### config.mk
export PLATFORM = sky130hd
export DESIGN_NAME = axis_keep_check
export DESIGN_NICKNAME = d
export VERILOG_FILES = /design/src/rtl/axis_pkt_checker_keep_check.sv
export SDC_FILE = /design/constraint.sdc
export NUM_CORES = 1
export LEC_CHECK = 0
export ABC_AREA = 1
export CAP_MARGIN = 10
export CELL_PAD_IN_SITES_DETAIL_PLACEMENT = 0
export CELL_PAD_IN_SITES_GLOBAL_PLACEMENT = 1
export CORE_ASPECT_RATIO = 1.4
export CORE_MARGIN = 1
export CORE_UTILIZATION = 37
export DETAILED_ROUTE_END_ITERATION = 16
export GPL_ROUTABILITY_DRIVEN = 0
export PLACE_DENSITY = 0.88
export REMOVE_ABC_BUFFERS = 1
export SLEW_MARGIN = 20
export SYNTH_ARGS = -nofsm -noshare
export SYNTH_HDL_FRONTEND = slang
export SYNTH_SLANG_ARGS = --single-unit
### constraint.sdc
create_clock -name vclk -period 9.9
set_clock_uncertainty 0.15 [all_clocks]
set_input_delay 1.98 -clock vclk [all_inputs]
set_output_delay 1.98 -clock vclk [all_outputs]
set_load 0.05 [all_outputs]
### src/rtl/axis_pkt_checker_keep_check.sv
// Combinational tkeep analysis: byte popcount, all-ones test and last-beat
// validity (non-zero and contiguous from the LSB).
module axis_keep_check #(
    parameter int KEEP_W = 64,
    parameter int POP_W  = $clog2(KEEP_W + 1)
) (
    input  logic [KEEP_W-1:0] tkeep,
    output logic [POP_W-1:0]  popcount,
    output logic              all_ones,
    output logic              last_ok
);

    always_comb begin
        popcount = '0;
        for (int i = 0; i < KEEP_W; i++) begin
            popcount = popcount + POP_W'(tkeep[i]);
        end
    end

    assign all_ones = &tkeep;
    // A mask of the form 0..01..1 has no bit in common with itself plus one.
    assign last_ok  = (tkeep != '0) && ((tkeep & (tkeep + KEEP_W'(1))) == '0);

endmodule

==> results.cfg <==
[status]
status = completed

[sta]
max_freq_mhz = 102
slew_violations = 0
worstMarginPinSlew_ps = 489
period_share_pct = 99.3
grt_setup_unrepaired = true
hold_viol = 0
setup_viol = 0
max-slew-margin-rel_pct = 67.1
min_period_ps = 9830

[routing]
met2_length_um = 7560
totalWireLength_um = 14300
ant_nets = 0
dr.first_iter.drc_count = 249
vias = 4420
via_per_inst = 4.85
first_pass_iters = 4
dr_wl_met3_um = 588
highest_layer = met4
wl_per_cell_um = 15.7
m1WireLength_um = 5190
drc = 0

[logic_synthesis]
synth_cell_types = 22
synth_xor_area_share_pct = 0.959
synth_area_per_cell_um2 = 5.66
synth_largest_area_cell = fa_1
synth_cells = 645
synth.cell_area_mm2 = 0.00365
synth.area.top_cells = fa_1 (30%), nand2_1 (21%), nor2_1 (14%), inv_1 (13%), ha_1 (6.2%)
synth_top_family_by_area = simple AND/OR/NAND/NOR gates
synth_mux_area_share_pct = 0
ys_seq_area_share_pct = 0
yosys.area_share.adder_pct = 35.8
synth_top_area_share_pct = 29.6
yosys.area_share.simple_pct = 45.7
yosysWarnings = 0
synth_compound_area_share_pct = 4.59

[place]
place.port_buffers = 73
dpl.hpwl_um = 12700

[critical_path]
crit_path_max_fanout = 2
cp.required_ps = 7770
cp-end-kind = output port
worst_ep_arrival_time_ps = 7700
start_kind = input port
criticalPathCategory = in2out

[cells_and_area]
finalNetCount = 917
seq_area_um2 = 0
drive_gt1_share_pct = 22.8
seq_cells = 0
areaGrowthSynthToFinish_pct = 41.0
final_core_util_pct = 54.2
diodes = 0
n_clock_buffer = 0

[job]
drv_cap = 0

[floorplanning]
io_pins = 73
die-area_mm2 = 0.0103
core-area_mm2 = 0.00951
die_h_um = 120
fp.dieW_um = 86.0
core.rowCount = 42
start_util_pct = 38.4

[grt]
overflow = 0
antenna_found_initial = 0
grt_pass1_wl_um = 22900
grt_max_degree = 7
grt_pass1_vias = 4677
track_usage_pct = 29.0

[min_path]
min_path_type = in2out

[clocking]
cts_hold_buf = 0
logic make-up after synthesis:
kind of cell | after synthesis
AND/OR/NAND/NOR | 409
buffers and inverters | 127
adder cells (fa/ha/maj) | 72
AO/OA/AOI/OAI | 33
XOR/XNOR | 4
path summary, 6_finish.rpt:
| kind | from | to | slack [ps] | depth (start not counted) |
|---|---|---|---|---|
| worst max-delay path | tkeep[37] | popcount[6] | 70 | 22 |
| worst min-delay path | tkeep[2] | popcount[0] | 4770 | 3 |
metal layers:
layer  up-vias  track usage, %
met5         -               0
met4         0            15.7
met3        59            2.20
met2       159            54.2
met1      2012            31.7
li1       2190               -
worst max-delay path, stage by stage:
cell and delay, ps:
buf_8 80, inv_4 30, fa_1 560, inv_2 50, fa_2 540, inv_2 40, fa_1 500, inv_2 40
fa_2 530, inv_2 40, fa_2 530, fa_1 450, fa_1 520, fa_1 430, inv_2 80, ha_4 140
inv_4 40, fa_2 410, o21ai_4 200, a21oi_2 80, o21bai_1 220, clkbuf_16 200
cells in the mapped netlist:
cell / count
o21ai_1: 14
o21ai_0: 13
nand3_1: 31
nand4_1: 5
and2_1: 3
nor2_1: 141
nor2_4: 4
fa_1: 54
ha_1: 18
nand3b_1: 2
nor4_1: 1
a21oi_1: 5
clkinv_1: 1
nor3_1: 1
o21bai_1: 1
inv_2: 1
xor2_1: 2
nor2_2: 7
inv_1: 125
nand2_1: 208
nand2_2: 6
xnor2_1: 2
area by class of cell:
class              instances  area, um2
fillers                  976       4360
inverters                127        482
multi-input cells        518       3310
well taps                132        165
repair buffers           134       1200
stage by stage:
stage                     hold slack, ps  instance area [um2]  worst slack, ps  cells  TNS (ps)
final                               4770                 5150             70.4    911         0
after global routing                4800                 5150            -90.9    911      -157
after CTS                           4810                 5130            -6.90    910     -6.90
after detailed placement            4800                 5060             -460    909     -1780
after global placement              4800                 5060             -444    909     -1740
after floorplan                     4060                 3650            -92.3    645     -92.3
cell usage in the layout (no fill, tap or decap), types with 9 or more instances in the layout:
cell type        instances
nor2_1                 141
dlygate4sd2_1            9
nand3_1                 30
nand2_1                208
o21ai_1                 14
inv_1                   83
clkdlybuf4s50_1         33
ha_1                    15
fa_1                    36
inv_2                   41
buf_4                   59
fa_2                    18
o21ai_0                 12
what timing repair did:
item,CTS,global route
gates resized for setup,122,53
setup endpoints to repair,6,5
pin swaps,46,50
buffers inserted,1,1
Power is left out: the tool's default activity adds up to more than one toggle a clock period on the data nets, which glitch-free logic cannot reach.
